==> src/rtl/bcd_to_bin_converter_32bit_if.sv <==
// Start/done handshake bundle between a requester (master) and the BCD-to-binary converter (slave).
// i_bcd[0] is the least-significant decimal digit.
interface bcd_to_bin_converter_32bit_if #(
    parameter int NUM_DIGITS = 10,
    parameter int BIN_WIDTH  = 32
);
    logic                 i_start;
    logic [3:0]           i_bcd [NUM_DIGITS-1:0];
    logic                 o_busy;
    logic                 o_done;
    logic [BIN_WIDTH-1:0] o_bin;
    logic                 o_err;

    modport master (
        output i_start, i_bcd,
        input  o_busy, o_done, o_bin, o_err
    );

    modport slave (
        input  i_start, i_bcd,
        output o_busy, o_done, o_bin, o_err
    );
endinterface

==> src/rtl/bcd_to_bin_converter_32bit.sv <==
// Sequential BCD-to-binary converter (reverse double dabble), one conversion in flight.
// Latency: o_done pulses BIN_WIDTH+1 edges after the start edge (1 edge for a rejected input).
// No backpressure: i_start is only honoured in IDLE; optional digit check via BCD_DIGIT_CHECK_EN.
module bcd_to_bin_converter_32bit #(
    parameter int NUM_DIGITS = 10,
    parameter int BIN_WIDTH  = 32
) (
    input  logic                          i_clk,
    input  logic                          i_rstn,
    bcd_to_bin_converter_32bit_if.slave   io_bus
);
    localparam int BCD_W  = 4 * NUM_DIGITS;
    localparam int WORK_W = BCD_W + BIN_WIDTH;
    localparam int CNT_W  = $clog2(BIN_WIDTH + 1);
    localparam logic [CNT_W-1:0] LAST_CNT = CNT_W'(BIN_WIDTH - 1);

    typedef enum logic [1:0] {
        ST_IDLE  = 2'd0,
        ST_SHIFT = 2'd1,
        ST_DONE  = 2'd2
    } state_t;

    state_t              r_state;
    logic [WORK_W-1:0]   r_work;
    logic [CNT_W-1:0]    r_cnt;

    logic [WORK_W-1:0]   w_load;
    logic [WORK_W-1:0]   w_shift;
    logic [WORK_W-1:0]   w_next;

    always_comb begin
        w_load = '0;
        for (int d = 0; d < NUM_DIGITS; d++) begin
            w_load[BIN_WIDTH + 4*d +: 4] = io_bus.i_bcd[d];
        end
    end

    // Undo the doubling correction: a digit >= 8 after the shift carried in a borrowed 10, i.e. +3 too many.
    always_comb begin
        w_shift = r_work >> 1;
        w_next  = w_shift;
        for (int d = 0; d < NUM_DIGITS; d++) begin
            if (w_shift[BIN_WIDTH + 4*d +: 4] >= 4'd8) begin
                w_next[BIN_WIDTH + 4*d +: 4] = w_shift[BIN_WIDTH + 4*d +: 4] - 4'd3;
            end
        end
    end

`ifdef BCD_DIGIT_CHECK_EN
    logic w_bad;
    always_comb begin
        w_bad = 1'b0;
        for (int d = 0; d < NUM_DIGITS; d++) begin
            if (io_bus.i_bcd[d] > 4'd9) begin
                w_bad = 1'b1;
            end
        end
    end
`endif

    always_ff @(posedge i_clk) begin
        if (!i_rstn) begin
            r_state       <= ST_IDLE;
            r_work        <= '0;
            r_cnt         <= '0;
            io_bus.o_bin  <= '0;
            io_bus.o_err  <= 1'b0;
            io_bus.o_done <= 1'b0;
            io_bus.o_busy <= 1'b0;
        end else begin
            io_bus.o_done <= 1'b0;
            case (r_state)
                ST_IDLE: begin
                    if (io_bus.i_start) begin
`ifdef BCD_DIGIT_CHECK_EN
                        if (w_bad) begin
                            r_state      <= ST_DONE;
                            io_bus.o_bin <= '0;
                            io_bus.o_err <= 1'b1;
                        end else
`endif
                        begin
                            r_state       <= ST_SHIFT;
                            r_work        <= w_load;
                            r_cnt         <= '0;
                            io_bus.o_err  <= 1'b0;
                            io_bus.o_busy <= 1'b1;
                        end
                    end
                end
                ST_SHIFT: begin
                    r_work <= w_next;
                    r_cnt  <= r_cnt + 1'b1;
                    if (r_cnt == LAST_CNT) begin
                        r_state       <= ST_DONE;
                        io_bus.o_bin  <= w_next[BIN_WIDTH-1:0];
                        // Anything left in the BCD field is the quotient by 2**BIN_WIDTH.
                        io_bus.o_err  <= |w_next[WORK_W-1:BIN_WIDTH];
                        io_bus.o_busy <= 1'b0;
                    end
                end
                ST_DONE: begin
                    io_bus.o_done <= 1'b1;
                    r_state       <= ST_IDLE;
                end
                default: begin
                    r_state <= ST_IDLE;
                end
            endcase
        end
    end
endmodule
==> src/flat_wrapper.sv <==
// flat-port wrapper written by rule: the top's interface ports become plain ports
module bcd_to_bin_converter_32bit_flat 
#(
    parameter int NUM_DIGITS = 10,
    parameter int BIN_WIDTH  = 32
)
  (i_clk, i_rstn, io_bus_i_start, io_bus_i_bcd, io_bus_o_busy, io_bus_o_done, io_bus_o_bin, io_bus_o_err);
  bcd_to_bin_converter_32bit_if #(.NUM_DIGITS(NUM_DIGITS), .BIN_WIDTH(BIN_WIDTH)) io_bus_i ();
  input  logic i_clk;
  input  logic i_rstn;
  input wire logic [$bits(io_bus_i.i_start)-1:0] io_bus_i_start;
  input wire logic [$bits(io_bus_i.i_bcd)-1:0] io_bus_i_bcd;
  output wire logic [$bits(io_bus_i.o_busy)-1:0] io_bus_o_busy;
  output wire logic [$bits(io_bus_i.o_done)-1:0] io_bus_o_done;
  output wire logic [$bits(io_bus_i.o_bin)-1:0] io_bus_o_bin;
  output wire logic [$bits(io_bus_i.o_err)-1:0] io_bus_o_err;
  assign io_bus_i.i_start = io_bus_i_start;
  assign io_bus_i.i_bcd = {>>{io_bus_i_bcd}};
  assign io_bus_o_busy = io_bus_i.o_busy;
  assign io_bus_o_done = io_bus_i.o_done;
  assign io_bus_o_bin = io_bus_i.o_bin;
  assign io_bus_o_err = io_bus_i.o_err;
  bcd_to_bin_converter_32bit #(.NUM_DIGITS(NUM_DIGITS), .BIN_WIDTH(BIN_WIDTH)) u_core (.i_clk(i_clk), .i_rstn(i_rstn), .io_bus(io_bus_i));
endmodule
==> config.mk <==
export PLATFORM = sky130hd
export DESIGN_NAME = bcd_to_bin_converter_32bit_flat
export DESIGN_NICKNAME = d
export VERILOG_FILES = /design/src/rtl/bcd_to_bin_converter_32bit_if.sv /design/src/rtl/bcd_to_bin_converter_32bit.sv /design/src/flat_wrapper.sv
export SDC_FILE = /design/constraint.sdc
export NUM_CORES = 1
export LEC_CHECK = 0
export ABC_CLOCK_PERIOD_IN_PS = 2350
export CAP_MARGIN = 20
export CORE_ASPECT_RATIO = 1.4
export CORE_MARGIN = 2
export CORE_UTILIZATION = 54
export DETAILED_ROUTE_END_ITERATION = 7
export GPL_TIMING_DRIVEN = 0
export MAX_ROUTING_LAYER = met4
export PLACE_DENSITY = 0.8
export SLEW_MARGIN = 25
export SYNTH_ARGS = -nofsm -noshare
export SYNTH_HDL_FRONTEND = slang
export SYNTH_SLANG_ARGS = --single-unit
export TNS_END_PERCENT = 100
==> constraint.sdc <==
create_clock -name i_clk -period 2.35 [get_ports i_clk]
set_clock_uncertainty 0.05 [all_clocks]
set_input_delay 0.705 -clock i_clk [delete_from_list [all_inputs] [get_ports i_clk]]
set_output_delay 0.705 -clock i_clk [all_outputs]
set_load 0.005 [all_outputs]
# After elaboration in Yosys (flattened, before gate mapping)
# Index checks and enable logic that the tools add are counted.
# word_totals
register_bits	115
in_bits	43
out_inout_bits	35
wordCells	64
# classes
addsub	11
order_cmp	10
n_eq_ne	5
mux	24
n_reduce_logical	7
# ops
operator	n
$pmux 72 s2	1
$mux 72	1
$mux 4	10
$reduce_or 40->1	1
$ge 4x4->1 const B	9
$sub 4x2->4 const B	9
$pmux 6 s2	1
$add 6x1->6 const B	1
$eq 6x5->1 const B	1
$mux 6	1
$reduce_and 2->1	3
$mux 1	5
$ge 3x4->1 const B	1
$mux 2	2
$pmux 1 s2	2
$pmux 2 s2	1
$sub 3x2->4 const B	1
$reduce_and 3->1	1
$eq 2x1->1 const B	1
$eq 2x2->1 const B	1
$logic_not 2->1	1
$ne 2x1->1 const B	1
$ne 2x2->1 const B	1
$reduce_bool 2->1	1

# Longest topological paths before layout
# depth
depth_word	5
depth_mapped	7
depth_no_buf	6

# Worst setup path before layout
# No wires, ideal clock.
# synth_timing
kind	reg2reg
from	register u_core.r_work[61]
to	register u_core.io_bus.o_err
setup_time_ps	132
t_arrival_ps	1547
t_required_ps	2168
setup_slack_ps	622
path_stages_with_launch	7
path_buffers	0
period_less_slack_ps	1728
cell_sequence	dfxtp_1 inv_1 ha_1 nand3b_1 a2111o_1 nor4_1 a31oi_1
# synth_between
elab_chain_cells	5
elab_cells_between_ends	6
classes_between	add/sub (1); order compare (1); mux (3); reduce/logical (1)
# synth_rtl
element	line_no	rtl
start: declaration	bcd_to_bin_converter_32bit.sv:24	logic [WORK_W-1:0] r_work;
start signal: assignment	bcd_to_bin_converter_32bit.sv:84	r_work <= w_load;
start signal: assignment	bcd_to_bin_converter_32bit.sv:92	r_work <= w_next;
$sub 4x2->4 / $ge 4x4->1 (equally long branches)	bcd_to_bin_converter_32bit.sv:44, bcd_to_bin_converter_32bit.sv:43	
$mux 4 (*)	bcd_to_bin_converter_32bit.sv:43	if (w_shift[BIN_WIDTH + 4*d +: 4] >= 4'd8) begin
$reduce_or 40->1 (*)	bcd_to_bin_converter_32bit.sv:98	io_bus.o_err <= |w_next[WORK_W-1:BIN_WIDTH];
$mux 1 (*)	bcd_to_bin_converter_32bit.sv:94	if (r_cnt == LAST_CNT) begin
$pmux 1 s2 (*)	bcd_to_bin_converter_32bit.sv:72	case (r_state)
end signal: assignment	bcd_to_bin_converter_32bit.sv:98	
end: declaration	bcd_to_bin_converter_32bit_if.sv:21	output o_busy, o_done, o_bin, o_err
# Every way passes the cells marked *; elsewhere a longest branch is shown, timed or not. The select of a mux whose other input is x is not followed.
# A chain may end at the register's enable or synchronous reset.

# Final worst setup path
# layout_timing
from	input io_bus_i_start
to	register u_core.io_bus.o_err
# layout_between
elab_chain_cells	2
# layout_rtl
element	line_no	rtl
start: declaration	flat_wrapper.sv:11	input wire logic [$bits(io_bus_i.i_start)-1:0] io_bus_i_start;
$ne 2x2->1 (no source line)	n/a	
$reduce_and 3->1 (no source line)	n/a	
# No other way between the ends.

==> summary.md <==
| Metric | Value |
|---|---|
| Outcome | `finished clean` |
| Final period util | `93.5%` |
| Post-synth top area cell | `dfxtp_1` |
| Total power | `5.36 mW` |
| Antenna viol nets, final | `0` |
| Post-synth EDFFs | `0` |
| Antenna violations before repair | `0` |
| Hold path start | `u_core.io_bus.o_bin[23]` |
| Max-Cap Viols | `0` |
| CTS tree | `yes` |
| Combinational share of power | `11.3%` |
| Clk network pwr share | `49.8%` |
| DRC Markers | `0` |
| CTS H-Tree Depth | `4` |
| Register area share after synthesis | `44.2%` |
| Clock sinks | `114` |
| RSZ-0062 raised after global routing | `no` |
| CTS Root Cell | `clkbuf_16` |
| Final Non-Filler Cells | `834` |
| CP Cell Sequence | `clkdlybuf4s50_1 > nor3b_1 > nor2b_1 > o21ai_0 > a31oi_1` |
| Hold/Removal Path Class | `flop to flop` |
| Worst path max stage delay | `0.80 ns` |
| Synth cell types | `47` |
| Clock Latency Late Sink | `0.42 ns` |
| # port buffers | `77` |
| P_int | `4.05 mW` |
| CTS Buffer Depth | `2` |
| Vias | `4952` |
| Switch share | `24.5%` |
| Cell Area, Synth | `5160 um2` |
| Vias in the first global route | `4983` |
| Drt wl/cell | `17.4 um` |
| Power per cell area | `803 nW/um2` |
| NetSw | `1.32 mW` |
| Count of final setup violators | `0` |
| R2r startpoint | `u_core.r_work[61]` |
| Chip width | `86.6 um` |
| Worst setup path end | `u_core.io_bus.o_err` |
| Count leader, synth | `dfxtp_1` |
| P_leak | `2.46 nW` |
| DP Cell Count | `804` |
| Async SR Flop Fraction | `0%` |
| TritonCTS buffer count | `17` |
| Crit-path max FO | `7` |
| Fmax | `455 MHz` |
| Final-report max-slew violation count | `0` |
| Gr usage total | `29.9%` |
| Final wirelength | `14.5 mm` |
| Worst EP arrival | `2.43 ns` |
| Core area | `9350 um2` |
| Num rows | `42` |
| Net Count, Synth | `679` |
| # fillers | `721` |
| Ys flop type | `dfxtp_1` |
| Sequential power share | `38.9%` |
| Crit-path leading delay family | `simple AND/OR/NAND/NOR gates` |
| CP Data Required Time | `2.58 ns` |
| DP Area | `6070 um2` |
| Post-CTS setup repair buffer count | `0` |
| Num ports | `78` |
| Clk slew on worst S/H paths | `0.05 ns` |
| Max_slew headroom | `37.0%` |
| Pre-Repair DR Iteration Count | `6` |
| Maximum vdd drop | `0.539 mV` |
| Antenna diode count | `0` |
| Yosys top cell area share | `44.2%` |
| Share of layout cells above drive strength 1 | `7.46%` |
| R2R Path End | `u_core.io_bus.o_err` |
| Fin crit period | `2.20 ns` |
| Post-CTS Resized | `0` |
| Die area | `10400 um2` |
| Mean area per synthesized cell | `8.37 um2` |
| Fin util | `71.4%` |
| Gp weighted congestion | `0.938` |
| Seq cells post-synth | `114` |
| Hold_ws | `0.405 ns` |
| Worst setup path startpoint | `io_bus_i_start` |
| Synth cell count leaders | `dfxtp_1 (114), nand2_1 (84), nor2_1 (76), a21oi_1 (55), a22oi_1 (35)` |
| Worst-Margin Slew | `0.943 ns` |
| Global-route wire length before repair | `23.5 mm` |
| Initial Utilization | `55.2%` |
| CP Capture Type | `flop` |
| Design Area, Final | `6680 um2` |
| Hold buffer count at cts | `0` |
| CP startpoint kind | `input port` |
| Area grow syn2layout | `29.4%` |
| DR vias/cell | `5.94` |
| Worst Setup Path Type | `input port to flop` |
| Pin count of the biggest net entering global routing | `17` |
| Largest cells by area after synthesis | `dfxtp_1 (44%), nand2_1 (6.1%), nor2_1 (5.5%), a21oi_1 (5.3%), a22oi_1 (5.1%)` |
| Die Ht | `120 um` |
| Flop2flop setup slack | `0.28 ns` |
| DP HPWL | `9.86 mm` |
| Final Hold Vio Count | `0` |
| Warnings, synthesis | `0` |
| Setup Slack @ Placement | `-0.253 ns` |
| Post-route setup TNS | `0 ns` |
| Mapped Cells | `617` |
| DRT iter0 DRCs | `448` |
| CP Buf/Inv Count | `1` |
| R2R depth | `6` |
| Gr ovfl total | `0` |
| Worst path slowest cell | `nor3b_1` |
| Fin nets | `775` |
| WP depth | `5` |
| Worst setup margin | `0.154 ns` |
[worst reg2reg max path, delay by kind of cell (launching register included)]
| family | cells | cell delay (ns) |
|---|---|---|
| buf+inv | 1 | 0.08 |
| fa+ha+maj | 1 | 0.31 |
| simple gates | 2 | 0.48 |
| compound gates | 2 | 0.54 |
| flops | 1 | 0.49 |
[power by group through the flow]
stage                     registers, mW  logic [mW]  clock network (mW)
final                              2.09       0.604                2.67
after detailed placement           2.12       0.587                   0
after global placement             2.12       0.567                   0
after CTS                          2.09       0.597                2.68
after floorplan                    2.10       0.387                   0
after global routing               2.10       0.660                2.77
[worst min path at each step]
stage                               to  depth (start not counted)  slack (ns)
5_1_grt        u_core.io_bus.o_bin[16]                          2        0.43
2_1_floorplan   u_core.io_bus.o_bin[0]                          2        0.38
3_5_place_dp   u_core.io_bus.o_bin[11]                          2        0.40
3_3_place_gp   u_core.io_bus.o_bin[23]                          2        0.39
4_1_cts         u_core.io_bus.o_bin[5]                          2        0.41
6_report       u_core.io_bus.o_bin[23]                          2        0.40
[layout make-up]
type	instances	area, um2	share of cell area (%)
Buffer	52	262	3.92
Clock buffer	20	447	6.69
Clock inverter	10	160	2.40
Inverter	25	93.8	1.41
Multi-Input combinational cell	426	2520	37.8
Sequential cell	114	2280	34.2
Tap cell	110	138	2.06
Timing Repair Buffer	77	771	11.5
[state kept, by name (all words and copies together) (netlist names)]
name / flops
u_core.r_cnt: 6
u_core.io_bus.o_done: 1
u_core.io_bus.o_bin: 32
u_core.io_bus.o_busy: 1
u_core.io_bus.o_err: 1
u_core.r_work: 71
u_core.r_state: 2
[cells by family after synthesis]
logic type / Yosys count / synth area share [%]
flops: 114 / 44.2
compound gates: 146 / 19.3
fa+ha+maj: 19 / 4.60
xor+xnor: 17 / 2.88
mux: 10 / 1.96
buf+inv: 77 / 6.88
simple gates: 234 / 20.2
[layout by cell type (no fill, tap or decap), drive strengths merged, types with 6 or more instances in the layout]
cell	instances
dfxtp	114
nor3	33
nand2	84
a2111oi	19
a22oi	35
ha	19
nor2	77
mux2i	9
a21oi	56
xnor2	17
nand2b	6
buf	22
o21ai	8
nor2b	7
inv	25
clkdlybuf4s50	77
clkbuf	50
nor4	10
[routing by layer]
layer	vias up	wire length (um)	part of all wire, %	global-route usage, %
met5	-	0	0	-
met2	208	7240	50	48.6
met3	61	902	6.2	7.29
met4	0	697	4.8	18.1
met1	2345	5670	39	32.7
li1	2338	-	-	-
Power figures use the tool's default switching activity.
